File: src/rtl/reg_file_pkg.sv
// Shared types and constants for the register-file scoreboard.
package reg_file_pkg;

  localparam int unsigned REG_ADDR_W = 5;
  localparam int unsigned NUM_REGS   = 32;

  localparam logic [REG_ADDR_W-1:0] REGISTER_X0 = '0;

  typedef enum logic [1:0] {
    STALL_NONE = 2'd0,
    STALL_RAW  = 2'd1,
    STALL_WAW  = 2'd2,
    STALL_FULL = 2'd3
  } scoreboard_stall_t;

  // One-hot register mask for an address
  function automatic logic [NUM_REGS-1:0] reg_onehot(input logic [REG_ADDR_W-1:0] addr);
    logic [NUM_REGS-1:0] mask;
    mask       = '0;
    mask[addr] = 1'b1;
    return mask;
  endfunction

endpackage

File: src/rtl/reg_file_scoreboard_if.sv
// Decode-issue and writeback bus between the pipeline and the scoreboard.
interface reg_file_scoreboard_if;
  import reg_file_pkg::*;

  logic                  issue_valid;
  logic                  issue_ready;
  logic [REG_ADDR_W-1:0] issue_rs1;
  logic [REG_ADDR_W-1:0] issue_rs2;
  logic [REG_ADDR_W-1:0] issue_rd;
  logic                  issue_uses_rs1;
  logic                  issue_uses_rs2;
  logic                  issue_writes_rd;
  logic                  wb_valid;
  logic [REG_ADDR_W-1:0] wb_rd;

  modport master (
    output issue_valid, issue_rs1, issue_rs2, issue_rd,
           issue_uses_rs1, issue_uses_rs2, issue_writes_rd,
           wb_valid, wb_rd,
    input  issue_ready
  );

  modport slave (
    input  issue_valid, issue_rs1, issue_rs2, issue_rd,
           issue_uses_rs1, issue_uses_rs2, issue_writes_rd,
           wb_valid, wb_rd,
    output issue_ready
  );

endinterface

File: src/rtl/scoreboard_hazard_check.sv
// Combinational RAW/WAW/FULL hazard evaluation and stall-cause encoding.
module scoreboard_hazard_check
  import reg_file_pkg::*;
#(
  parameter int unsigned MAX_OUTSTANDING = 4,
  parameter int unsigned CNT_W           = $clog2(MAX_OUTSTANDING + 1)
) (
  input  logic                  issue_valid,
  input  logic                  flush,
  input  logic [REG_ADDR_W-1:0] issue_rs1,
  input  logic [REG_ADDR_W-1:0] issue_rs2,
  input  logic [REG_ADDR_W-1:0] issue_rd,
  input  logic                  issue_uses_rs1,
  input  logic                  issue_uses_rs2,
  input  logic                  issue_writes_rd,
  input  logic [NUM_REGS-1:0]   busy_vec,
  input  logic [CNT_W-1:0]      outstanding,
  output logic                  issue_ready,
  output scoreboard_stall_t     stall_cause
);

  logic raw;
  logic waw;
  logic full;

  // x0 is never busy, so it can never raise RAW/WAW; FULL excludes it explicitly
  always_comb begin
    raw  = (issue_uses_rs1 && busy_vec[issue_rs1]) ||
           (issue_uses_rs2 && busy_vec[issue_rs2]);
    waw  = issue_writes_rd && busy_vec[issue_rd];
    full = issue_writes_rd && (issue_rd != REGISTER_X0) &&
           (outstanding == CNT_W'(MAX_OUTSTANDING));

    issue_ready = !(flush || raw || waw || full);
    stall_cause = STALL_NONE;
    if (issue_valid && !issue_ready) begin
      if (full)     stall_cause = STALL_FULL;
      else if (raw) stall_cause = STALL_RAW;
      else if (waw) stall_cause = STALL_WAW;
    end
  end

endmodule

File: src/rtl/reg_file_scoreboard.sv
// Register-file pending-write scoreboard with issue gating and sticky writeback error.
// Define REG_FILE_SCOREBOARD_WB_BYPASS_EN to let a same-cycle writeback release hazards.
module reg_file_scoreboard
  import reg_file_pkg::*;
#(
  parameter int unsigned MAX_OUTSTANDING = 4
) (
  input  logic                                   clk,
  input  logic                                   rst_n,
  reg_file_scoreboard_if.slave                   bus,
  input  logic                                   flush,
  output logic [NUM_REGS-1:0]                    busy_vec,
  output logic [$clog2(MAX_OUTSTANDING+1)-1:0]   outstanding,
  output scoreboard_stall_t                      stall_cause,
  output logic                                   wb_err
);

  localparam int unsigned CNT_W = $clog2(MAX_OUTSTANDING + 1);

  logic                wb_hit;
  logic [NUM_REGS-1:0] wb_mask;
  logic [NUM_REGS-1:0] chk_busy;
  logic [CNT_W-1:0]    chk_cnt;
  logic                accept;
  logic                set_en;
  logic [NUM_REGS-1:0] set_mask;
  logic [NUM_REGS-1:0] busy_d;
  logic [CNT_W-1:0]    cnt_d;
  logic                err_d;

  // Writeback only clears a register that is actually pending
  always_comb begin
    wb_hit  = bus.wb_valid && busy_vec[bus.wb_rd];
    wb_mask = wb_hit ? reg_onehot(bus.wb_rd) : '0;
  end

`ifdef REG_FILE_SCOREBOARD_WB_BYPASS_EN
  assign chk_busy = busy_vec & ~wb_mask;
  assign chk_cnt  = outstanding - CNT_W'(wb_hit);
`else
  assign chk_busy = busy_vec;
  assign chk_cnt  = outstanding;
`endif

  scoreboard_hazard_check #(
    .MAX_OUTSTANDING (MAX_OUTSTANDING),
    .CNT_W           (CNT_W)
  ) u_hazard (
    .issue_valid     (bus.issue_valid),
    .flush           (flush),
    .issue_rs1       (bus.issue_rs1),
    .issue_rs2       (bus.issue_rs2),
    .issue_rd        (bus.issue_rd),
    .issue_uses_rs1  (bus.issue_uses_rs1),
    .issue_uses_rs2  (bus.issue_uses_rs2),
    .issue_writes_rd (bus.issue_writes_rd),
    .busy_vec        (chk_busy),
    .outstanding     (chk_cnt),
    .issue_ready     (bus.issue_ready),
    .stall_cause     (stall_cause)
  );

  // Clear before set so a bypassed same-register reissue stays busy
  always_comb begin
    busy_d   = busy_vec;
    cnt_d    = outstanding;
    accept   = bus.issue_valid && bus.issue_ready;
    set_en   = accept && bus.issue_writes_rd && (bus.issue_rd != REGISTER_X0);
    set_mask = set_en ? reg_onehot(bus.issue_rd) : '0;
    err_d    = wb_err || (bus.wb_valid && !wb_hit);
    if (flush) begin
      busy_d = '0;
      cnt_d  = '0;
    end else begin
      busy_d    = (busy_vec & ~wb_mask) | set_mask;
      busy_d[0] = 1'b0;
      cnt_d     = outstanding + CNT_W'(set_en) - CNT_W'(wb_hit);
    end
  end

  always_ff @(posedge clk or negedge rst_n) begin
    if (!rst_n) begin
      busy_vec    <= '0;
      outstanding <= '0;
      wb_err      <= 1'b0;
    end else begin
      busy_vec    <= busy_d;
      outstanding <= cnt_d;
      wb_err      <= err_d;
    end
  end

endmodule

File: src/flat_wrapper.sv
// flat-port wrapper written by rule: the top's interface ports become plain ports
module reg_file_scoreboard_flat import reg_file_pkg::*;
#(
  parameter int unsigned MAX_OUTSTANDING = 4
)
  (clk, rst_n, flush, busy_vec, outstanding, stall_cause, wb_err, bus_issue_valid, bus_issue_rs1, bus_issue_rs2, bus_issue_rd, bus_issue_uses_rs1, bus_issue_uses_rs2, bus_issue_writes_rd, bus_wb_valid, bus_wb_rd, bus_issue_ready);
  reg_file_scoreboard_if bus_i ();
  input  logic clk;
  input  logic rst_n;
  input  logic flush;
  output logic [NUM_REGS-1:0] busy_vec;
  output logic [$clog2(MAX_OUTSTANDING+1)-1:0] outstanding;
  output scoreboard_stall_t stall_cause;
  output logic wb_err;
  input wire logic [$bits(bus_i.issue_valid)-1:0] bus_issue_valid;
  input wire logic [$bits(bus_i.issue_rs1)-1:0] bus_issue_rs1;
  input wire logic [$bits(bus_i.issue_rs2)-1:0] bus_issue_rs2;
  input wire logic [$bits(bus_i.issue_rd)-1:0] bus_issue_rd;
  input wire logic [$bits(bus_i.issue_uses_rs1)-1:0] bus_issue_uses_rs1;
  input wire logic [$bits(bus_i.issue_uses_rs2)-1:0] bus_issue_uses_rs2;
  input wire logic [$bits(bus_i.issue_writes_rd)-1:0] bus_issue_writes_rd;
  input wire logic [$bits(bus_i.wb_valid)-1:0] bus_wb_valid;
  input wire logic [$bits(bus_i.wb_rd)-1:0] bus_wb_rd;
  output wire logic [$bits(bus_i.issue_ready)-1:0] bus_issue_ready;
  assign bus_i.issue_valid = bus_issue_valid;
  assign bus_i.issue_rs1 = bus_issue_rs1;
  assign bus_i.issue_rs2 = bus_issue_rs2;
  assign bus_i.issue_rd = bus_issue_rd;
  assign bus_i.issue_uses_rs1 = bus_issue_uses_rs1;
  assign bus_i.issue_uses_rs2 = bus_issue_uses_rs2;
  assign bus_i.issue_writes_rd = bus_issue_writes_rd;
  assign bus_i.wb_valid = bus_wb_valid;
  assign bus_i.wb_rd = bus_wb_rd;
  assign bus_issue_ready = bus_i.issue_ready;
  reg_file_scoreboard #(.MAX_OUTSTANDING(MAX_OUTSTANDING)) u_core (.clk(clk), .rst_n(rst_n), .bus(bus_i), .flush(flush), .busy_vec(busy_vec), .outstanding(outstanding), .stall_cause(stall_cause), .wb_err(wb_err));
endmodule
File: config.mk
export PLATFORM = sky130hd
export DESIGN_NAME = reg_file_scoreboard_flat
export DESIGN_NICKNAME = d
export VERILOG_FILES = /design/src/rtl/reg_file_pkg.sv /design/src/rtl/reg_file_scoreboard_if.sv /design/src/rtl/scoreboard_hazard_check.sv /design/src/rtl/reg_file_scoreboard.sv /design/src/flat_wrapper.sv
export SDC_FILE = /design/constraint.sdc
export NUM_CORES = 1
export LEC_CHECK = 0
export CAP_MARGIN = 10
export CORE_MARGIN = 2
export CORE_UTILIZATION = 49
export CTS_BUF_LIST = sky130_fd_sc_hd__clkbuf_2 sky130_fd_sc_hd__clkbuf_4 sky130_fd_sc_hd__clkbuf_8
export DETAILED_ROUTE_END_ITERATION = 8
export GPL_ROUTABILITY_DRIVEN = 0
export PLACE_DENSITY = 0.8
export SLEW_MARGIN = 30
export SYNTH_ARGS = -nofsm -noshare
export SYNTH_HDL_FRONTEND = slang
export SYNTH_SLANG_ARGS = --single-unit
File: constraint.sdc
create_clock -name clk -period 2.7 [get_ports clk]
set_input_delay 0.54 -clock clk [delete_from_list [all_inputs] [get_ports clk]]
set_output_delay 0.54 -clock clk [all_outputs]
set_load 0.05 [all_outputs]
After elaboration in Yosys (flattened, before gate mapping)
Cells that the tools add are included.
{"block": "op_classes", "reduce_logical": 21, "add_sub_neg": 2, "n_bitwise": 3, "mul": 0, "n_eq_ne": 1, "shifts": 0, "mux": 20, "order_cmp": 6, "div": 0}
{"cell": "32-bit 2-to-1 mux", "n": 3}
{"cell": "32-bit bitwise AND", "n": 1}
{"cell": "32-bit NOT", "n": 1}
{"cell": "32-bit OR", "n": 1}
{"cell": "5-bit by 6-bit less-than comparator with 1-bit output (second input constant)", "n": 4}
{"cell": "1-bit binary-select mux with 5-bit select", "n": 4}
{"cell": "1-bit logical AND", "n": 13}
{"cell": "1-bit demux with 5-bit select", "n": 2}
{"cell": "5-bit by 1-bit greater-or-equal comparator with 1-bit output (second input constant)", "n": 2}
{"cell": "2-bit 2-to-1 mux", "n": 4}
{"cell": "1-bit 2-to-1 mux", "n": 6}
{"cell": "1-bit logical OR", "n": 5}
{"cell": "5-bit nonzero test", "n": 1}
{"cell": "3-bit by 1-bit adder with 3-bit output", "n": 1}
{"cell": "3-bit equality test (second input constant)", "n": 1}
{"cell": "3-bit 2-to-1 mux", "n": 1}
{"cell": "3-bit by 1-bit subtractor with 3-bit output", "n": 1}
{"cell": "1-bit logical NOT", "n": 2}
{"block": "word_totals", "wordCells": 56, "ram_bits": 0, "mem_count": 0, "input_bits": 28, "register_bits": 36, "romBits": 0, "out_inout_bits": 39, "latch_bits": 0}

Depth between registers and ports, before layout
Gate-level depths: netlist (run 1).
{"block": "logic_depth", "depth_word": 14, "ltp_mapped": 14, "ltp_nobuf": 12}

Cells and area by module
A second synthesis (run 1) with hierarchy kept.
{"block": "unflattened", "cells_unflattened": 310, "area_unflattened_um2": 3161.8}
{"module": "reg_file_scoreboard", "seq_area_each_um2": 875.8, "n_inst": 1, "area_each_um2": 2224.6, "cells_each": 234}
{"module": "scoreboard_hazard_check", "seq_area_each_um2": 0.0, "n_inst": 1, "area_each_um2": 937.1, "cells_each": 76}

Worst setup path before layout (run 1)
OpenSTA, ideal clock, no wires.
{"block": "synth_timing", "path_type": "input to output", "from": "in bus_issue_rs1[1]", "to": "out bus_issue_ready", "path_stages": 7, "slack_ns": -1.266, "t_arrival_ns": 3.426, "path_buffers": 2, "required_time_ns": 2.160, "cell_sequence": "buf_2 > mux4_2 > o21ai_0 > o32a_1 > o211ai_2 > buf_2 > nor4_1"}
{"block": "synth_between", "elab_chain_len": 8}
{"item": "start, declared", "line_no": "flat_wrapper.sv:16", "rtl": "input wire logic [$bits(bus_i.issue_rs1)-1:0] bus_issue_rs1;"}
{"item": "1-bit binary-select mux with 5-bit select", "line_no": "scoreboard_hazard_check.sv:28", "rtl": "raw = (issue_uses_rs1 && busy_vec[issue_rs1]) ||"}
{"item": "1-bit 2-to-1 mux (implied by the code)", "line_no": "scoreboard_hazard_check.sv:28"}
{"item": "1-bit logical AND", "line_no": "scoreboard_hazard_check.sv:28"}
{"item": "1-bit logical OR", "line_no": "scoreboard_hazard_check.sv:28"}
{"item": "1-bit logical OR (3 in a row)", "line_no": "scoreboard_hazard_check.sv:34", "rtl": "issue_ready = !(flush || raw || waw || full);"}
{"item": "1-bit logical NOT", "line_no": "scoreboard_hazard_check.sv:34"}
{"item": "end, declared", "line_no": "flat_wrapper.sv:24", "rtl": "output wire logic [$bits(bus_i.issue_ready)-1:0] bus_issue_ready;"}
Every way passes these cells. The select of a mux whose other input is x is not followed.

Worst setup path in the final report (run 1)
{"block": "layout_timing", "from": "in bus_issue_rd[0]", "to": "out bus_issue_ready"}
{"block": "layout_between", "elab_chain_len": 6, "word_cells_on_any_way": 9, "classes_between": "2 x mux; 7 x reduce/logical"}
{"item": "start, declared", "line_no": "flat_wrapper.sv:18", "rtl": "input wire logic [$bits(bus_i.issue_rd)-1:0] bus_issue_rd;"}
{"item": "1-bit binary-select mux with 5-bit select", "line_no": "scoreboard_hazard_check.sv:30", "rtl": "waw = issue_writes_rd && busy_vec[issue_rd];"}
{"item": "1-bit 2-to-1 mux (implied by the code)", "line_no": "scoreboard_hazard_check.sv:30"}
{"item": "1-bit logical AND", "line_no": "scoreboard_hazard_check.sv:30"}
{"item": "1-bit logical OR", "line_no": "scoreboard_hazard_check.sv:34"}
{"item": "1-bit logical OR *", "line_no": "scoreboard_hazard_check.sv:34"}
{"item": "1-bit logical NOT *", "line_no": "scoreboard_hazard_check.sv:34"}
Mark *: on every way between the ends. The rest lies on a longest branch, timed or not. The select of a mux whose other input is x is not followed.

==> out/results.tsv, run 1 <==
stage	metric	value	unit
hold_path	Hold Crit Depth	1	
global_route	largest net degree at the start of global routing	36	
global_route	initial antenna violation count	0	
timing	fmax	319	MHz
outcome	failing checks	DRC, setup timing	
floorplan	row cnt	29	
route	drt total wl	13600	um
worst_setup_path	FF-to-FF Start	u_core.busy_vec[29]	
route	DRC viols	10	
logic_synthesis	async set-reset flop share out of synthesis	1.00	
floorplan	num ports	67	
place	HPWL Detailed	8490	um
power	VDD IR-drop max	0.250	mV
worst_setup_path	crit path max fanout	11	
logic_synthesis	post-synthesis xor/xnor area fraction	0.00534	
timing	slew margin rel.	0.600	
final_layout	multi-input logic area	2300	um^2
clock_network	CTS Buf Count	5	
clock_network	later-pin clock latency in the skew report	0.30	ns
timing	RSZ-0062 raised after global routing	true	
route	remaining antenna violation count after routing	0	
power	Static Leak	1.93	nW
logic_synthesis	top cells by count, synth	36 x nand3b_1, 35 x dfrtp_1, 30 x o311ai_1	
logic_synthesis	Unique masters post-synth	51	
floorplan	Starting Density	0.511	
logic_synthesis	main combinational cell family by area after synthesis	multiplexers	
floorplan	full die area	7370	um^2
logic_synthesis	post-synthesis cell area	3280	um^2
worst_setup_path	Worst setup SP type	primary input	
logic_synthesis	post-synthesis sequential area ratio	0.267	
timing	Final setup violation count	5	
worst_setup_path	WS Path Type	in2out	
place	placed inst area	4490	um^2
place	# port buffers	65	
floorplan	Chip Width	85.8	um
timing	Setup WS post-layout	-0.432	ns
worst_setup_path	WP data arrival	2.59	ns
route	1st-iter DRT viols	625	
logic_synthesis	Synth area leader	dfrtp_1	
worst_setup_path	Worst setup EP type	output pin	
clock_network	clk root buf	clkbuf_8	
timing	Fin Clk Skew	0.0122	ns
power	pwr/cell area	279	nW/um^2
logic_synthesis	compound-gate portion of the synthesized area	0.210	
logic_synthesis	Avg Inst Size Synth	10.1	um^2
hold_path	min-delay src	u_core.wb_err	
clock_network	CTS tree	yes	
route	DR vias/cell	7.22	
logic_synthesis	Main synth FF type	dfrtp_1	
logic_synthesis	most common cell in the netlist	nand3b_1	
floorplan	die height	85.8	um
final_layout	area taken by flip-flops and latches	897	um^2
global_route	vias in the first global route	3773	
outcome	status	complete, but fails checks	
route	WL per Instance	25.1	um
worst_setup_path	Req. time, crit path	2.16	ns
logic_synthesis	Syn Nets	356	
global_route	Overflow after GRT	0	
route	drt first pass iters	8	
final_layout	area grow syn2layout	50.1	%
clock_network	Sink Count	35	
final_layout	layout net count	493	
logic_synthesis	Mapped Cells	325	
logic_synthesis	Synth area leaders	dfrtp_1 27%, mux4_2 15%, nand3b_1 8.2%	
clock_network	quantity of hold-fixing buffers added after cts	0	
floorplan	Core Area	6420	um^2
worst_setup_path	depth of the worst register-to-register path	12	
timing	worst-margin pin slew	0.595	ns
timing	final count of pins violating max slew	0	
logic_synthesis	post-synthesis simple-gate area fraction	0.203	
timing	Final Cycle Share	1.16	
logic_synthesis	Post-Synth Adder-Cell Area	0.0137	
logic_synthesis	number of synthesized register bits	35	
run	Max-Cap Viols	0	
clock_network	clock slew at reported path FFs	0.07	ns
worst_setup_path	Worst R2R Setup Slack	-0.17	ns
final_layout	fraction of layout cells with a size suffix above 1	0.402	
logic_synthesis	multiplexer share of the synthesized area	0.227	
logic_synthesis	Yosys top cell area share	0.267	
final_layout	antenna cells	0	
clock_network	clk buf depth	2	
hold_path	Hold Path Class	reg2reg	
logic_synthesis	EDFF count, synth	0	
final_layout	post-layout util	0.767	
global_route	global-route wire length before repair	19700	um
final_layout	filler instances	374	
timing	Hold Vio Cnt, Final	0	
logic_synthesis	Yosys Warn Count	0	
final_layout	final instance area	4930	um^2
worst_setup_path	endpoint of the worst register-to-register path	u_core.outstanding[1]	
hold_path	Hold Crit Endpoint	u_core.wb_err	
clock_network	H-tree depth	2	
timing	minimum clock period	3.13	ns
global_route	GR Util All Layers	0.349	
route	via count	3898	
report_power, final:
group          switching (mW)  internal, mW  leakage (nW)  total [mW]
logic                   0.218         0.191          1.42       0.409
registers             0.00476         0.527         0.455       0.532
clock network           0.203         0.232        0.0505       0.435
worst max path at each step:
stage	depth (start not counted)	from	end
2_1_floorplan	13	bus_wb_rd[0]	u_core.outstanding[1]
3_3_place_gp	13	bus_wb_rd[0]	u_core.outstanding[1]
3_5_place_dp	13	bus_wb_rd[0]	u_core.outstanding[1]
4_1_cts	9	u_core.busy_vec[30]	bus_issue_ready
5_1_grt	9	bus_issue_rd[0]	bus_issue_ready
6_report	9	bus_issue_rd[0]	bus_issue_ready
worst max-delay path, cell delays in order:
cell and delay (ns):
clkbuf_2 0.13, buf_4 0.23, mux2i_1 0.44, o22ai_1 0.28
nor4_2 0.24, o22a_4 0.22, nor2b_1 0.07, nor4_4 0.26
buf_12 0.18
cells by family (layout without fill, tap and decap cells):
kind of cell,after synthesis,in the layout
DFF,35,35
xor gates and xnor gates,2,2
and+or+nand+nor,105,105
buffers and inverters,44,182
adders and majority gates,3,3
AOI/OAI and AO/OA,88,88
other,1,1
muxes,47,47
what timing repair did:
item	CTS	global route
setup endpoints to repair	6	5
resized for setup	47	27
hold endpoints to repair	0	0
gates cloned	1	0
pin swaps	11	9
buffers inserted	10	14
layout by cell type (no fill, tap or decap), types with 7 or more instances in the layout:
cell type and n:
buf_4 83, clkdlybuf4s50_1 50, nand3b_1 36, o311ai_1 30, o31ai_1 28, mux2i_1 24
mux4_2 22, dfrtp_1 18, dfrtp_2 17, nor2_1 15, nand2_1 13, buf_6 13
inv_1 8, nand3_1 7, clkbuf_8 7
flip-flops by register name (all words and copies together) (netlist names):
register            count
u_core.outstanding      3
u_core.busy_vec        31
u_core.wb_err           1
per-layer routing:
layer | global-route usage | vias up | routed length (um)
li1 | - | 1580 | -
met1 | 0.431 | 1834 | 4690
met2 | 0.567 | 387 | 6300
met3 | 0.0847 | 97 | 1800
met4 | 0.182 | 0 | 758
met5 | 0 | - | 0
per-stage QoR:
stage,power [mW],cells,worst slack (ns),hold WS [ns],TNS (ns)
6_report,1.38,540,-0.432,0.467,-1.49
5_1_grt,1.41,540,-0.511,0.492,-1.84
4_1_cts,1.34,526,-0.323,0.472,-1.07
3_5_place_dp,0.898,507,-0.769,0.451,-10.01
3_3_place_gp,0.891,507,-0.727,0.444,-8.63
2_1_floorplan,0.731,325,-0.361,0.244,-0.932
layout make-up:
| cell class | instances | area share |
|---|---|---|
| multi-input cells | 246 | 0.466 |
| repair buffers | 163 | 0.303 |
| flip-flops and latches | 35 | 0.182 |
| clock buffers | 7 | 0.0196 |
| well taps | 77 | 0.0196 |
| inverters | 11 | 0.00838 |
| clock inverters | 1 | 0.00152 |
Power figures use the tool's default switching activity.
==> run 2, diff against run 1 <==
--- a/config.mk
+++ b/config.mk
@@ -12,6 +12,7 @@
 export DETAILED_ROUTE_END_ITERATION = 8
 export GPL_ROUTABILITY_DRIVEN = 0
 export PLACE_DENSITY = 0.8
+export REMOVE_ABC_BUFFERS = 1
 export SLEW_MARGIN = 30
 export SYNTH_ARGS = -nofsm -noshare
 export SYNTH_HDL_FRONTEND = slang
==> run 2 against run 1 <==
- the run still ends with DRC, setup timing left
- power is 1.3% lower
- sequential power hardly changed
- critical path depth is 3 higher
- first-iteration DRC count is 9.8% lower
- clock power is 0.9% higher
- cell area is 1.8% lower
- critical endpoint is now u_core.outstanding[1]
==> out/results.tsv, run 2 (same netlist as run 1, synthesis figures left out) <==
stage	metric	value	unit	change
power	Gate power share	0.286		-0.011
worst_setup_path	Worst R2R Setup Slack	-0.19	ns	-0.02 ns
place	# port buffers	65		unchanged
timing	minimum clock period	2.89	ns	-0.243 ns
clock_network	later-pin clock latency in the skew report	0.29	ns	about the same
power	Pint	931	uW	-2.0%
floorplan	row cnt	29		unchanged
timing	Hold Worst Slack	0.473	ns	+0.00631 ns
final_layout	biggest regs	u_core.busy_vec (31), u_core.outstanding (3), u_core.wb_err (1)		
route	remaining antenna violation count after routing	0		unchanged
clock_network	CTS Buf Count	5		unchanged
route	DR vias/cell	6.89		-4.5%
worst_setup_path	Worst setup SP type	flop		
clock_network	Sink Count	35		unchanged
power	Static Leak	1.91	nW	-1.1%
timing	Setup WS post-layout	-0.189	ns	+0.243 ns
timing	Hold Vio Cnt, Final	0		unchanged
timing	Final setup violation count	5		unchanged
hold_path	Hold Crit Depth	1		unchanged
route	drt first pass iters	7		-1
floorplan	Starting Density	0.511		unchanged
timing	Fin Clk Skew	0.00270	ns	-0.00949 ns
power	clock network power share	0.323		+0.007
outcome	failing checks	DRC, setup timing		
clock_network	clock slew at reported path FFs	0.08	ns	about the same
worst_setup_path	Setup crit end	u_core.outstanding[1]		
route	WL per Instance	23.8	um	-5.1%
worst_setup_path	WS Path Type	reg2reg		
worst_setup_path	Worst setup EP type	flop		
timing	RSZ-0062 raised after global routing	true		
timing	Final Cycle Share	1.07		-0.0902
global_route	Overflow after GRT	0		unchanged
timing	fmax	346	MHz	+8.4%
floorplan	full die area	7370	um^2	unchanged
final_layout	filler instances	428		+14%
global_route	initial antenna violation count	0		unchanged
global_route	global-route wire length before repair	19700	um	about the same
clock_network	H-tree depth	2		unchanged
power	P_sw	427	uW	+0.31%
global_route	vias in the first global route	3608		-4.4%
global_route	largest net degree at the start of global routing	36		unchanged
final_layout	antenna cells	0		unchanged
power	Sw Share	0.315		+0.00505
final_layout	most frequent cells in the layout	80 x buf_4, 46 x clkdlybuf4s50_1, 36 x nand3b_1		
timing	slew margin rel.	0.576		-0.0231
power	pwr/cell area	281	nW/um^2	+0.46%
final_layout	layout net count	490		-0.61%
final_layout	fraction of layout cells with a size suffix above 1	0.385		-0.0169
worst_setup_path	WP data arrival	3.08	ns	+0.49 ns
clock_network	quantity of hold-fixing buffers added after cts	0		unchanged
timing	worst-margin pin slew	0.633	ns	+0.0379 ns
run	Max-Cap Viols	0		unchanged
route	1st-iter DRT viols	564		-9.8%
worst_setup_path	crit path max fanout	2		-9
final_layout	Top reg by flops	u_core.busy_vec		
place	HPWL Detailed	8910	um	+5.0%
place	cell count after placement	517		+2.0%
clock_network	clk root buf	clkbuf_8		
final_layout	area taken by flip-flops and latches	882	um^2	-1.7%
floorplan	Chip Width	85.8	um	unchanged
clock_network	CTS tree	yes		
worst_setup_path	CP startpoint	u_core.busy_vec[31]		
power	VDD IR-drop max	0.269	mV	+7.4%
power	Flop pwr share	0.391		+0.005
route	DRC viols	5		-5
worst_setup_path	FF-to-FF Start	u_core.busy_vec[31]		
hold_path	Hold Path Class	reg2reg		
global_route	GR Util All Layers	0.351		+0.00272
clock_network	clk buf depth	2		unchanged
worst_setup_path	endpoint of the worst register-to-register path	u_core.outstanding[1]		
worst_setup_path	Req. time, crit path	2.89	ns	+0.73 ns
outcome	status	complete, but fails checks		
route	via count	3700		-5.1%
final_layout	multi-input logic area	2300	um^2	about the same
place	pre-CTS WS	-0.888	ns	-0.119 ns
final_layout	area grow syn2layout	47.5	%	
final_layout	commonest non-fill, non-tap cell in the layout	buf_4		
floorplan	Core Area	6420	um^2	unchanged
power	Tot Pwr	1.36	mW	-1.3%
worst_setup_path	depth of the worst register-to-register path	12		unchanged
timing	final count of pins violating max slew	0		unchanged
final_layout	Largest register FFs	31		unchanged
timing	Post-Route Setup TNS	-0.774	ns	+0.713 ns
final_layout	final std cells w/o fill	537		-0.56%
route	drt total wl	12800	um	-5.7%
floorplan	die height	85.8	um	unchanged
floorplan	num ports	67		unchanged
## run 2: area by class of cell
class                           count  share of cell area
Clock buffer                        7              0.0199
Timing Repair Buffer              160               0.293
Inverter                           11             0.00853
Tap cell                           77              0.0199
Sequential cell                    35               0.182
Multi-Input combinational cell    246               0.474
Clock inverter                      1             0.00155
## run 2: worst min-delay path by stage
stage	from	endpoint	slack [ns]
global placement	u_core.wb_err	u_core.wb_err	0.45
detailed placement	u_core.wb_err	u_core.wb_err	0.45
global route	u_core.wb_err	u_core.wb_err	0.51
CTS	u_core.wb_err	u_core.wb_err	0.48
finish	u_core.wb_err	u_core.wb_err	0.47
floorplan	rst_n	u_core.busy_vec[10]	0.24
## run 2: timing repair
item                                    4_1_cts  5_1_grt
endpoints found under the hold margin         0        0
resized for setup                            82       14
endpoints found under the setup margin       34        5
cloned                                        1        0
pin swaps                                    24        9
setup buffers                                13        1
## run 2: stage by stage
stage	utilization	instance area, um^2
after floorplan	-	3090
after global placement	0.702	4510
after detailed placement	0.702	4510
after CTS	0.749	4810
after global routing	0.754	4840
final	0.754	4840
## run 2: critical path, stage by stage (launching register included)
cell and delay (ns):
dfrtp_1 0.44, buf_4 0.18, mux4_2 0.49, nand2b_1 0.14
o21ai_2 0.09, nor4_4 0.24, nor2b_1 0.09, ha_1 0.29
inv_1 0.07, ha_2 0.16, inv_2 0.04, fa_2 0.53
nor2_2 0.04
## run 2: power by group through the flow
| stage | Clock [mW] | Sequential, mW | Combinational [mW] |
|---|---|---|---|
| 2_1_floorplan | 0 | 0.551 | 0.124 |
| 3_3_place_gp | 0 | 0.541 | 0.342 |
| 3_5_place_dp | 0 | 0.541 | 0.350 |
| 4_1_cts | 0.437 | 0.531 | 0.374 |
| 5_1_grt | 0.465 | 0.531 | 0.405 |
| 6_report | 0.439 | 0.531 | 0.388 |
## run 2: routing by layer
| layer | global-route usage | wire, um | up-vias |
|---|---|---|---|
| met5 | 0 | 0 | - |
| met4 | 0.160 | 525 | 0 |
| met3 | 0.0500 | 1450 | 60 |
| met2 | 0.563 | 6030 | 272 |
| met1 | 0.475 | 4780 | 1794 |
| li1 | - | - | 1574 |
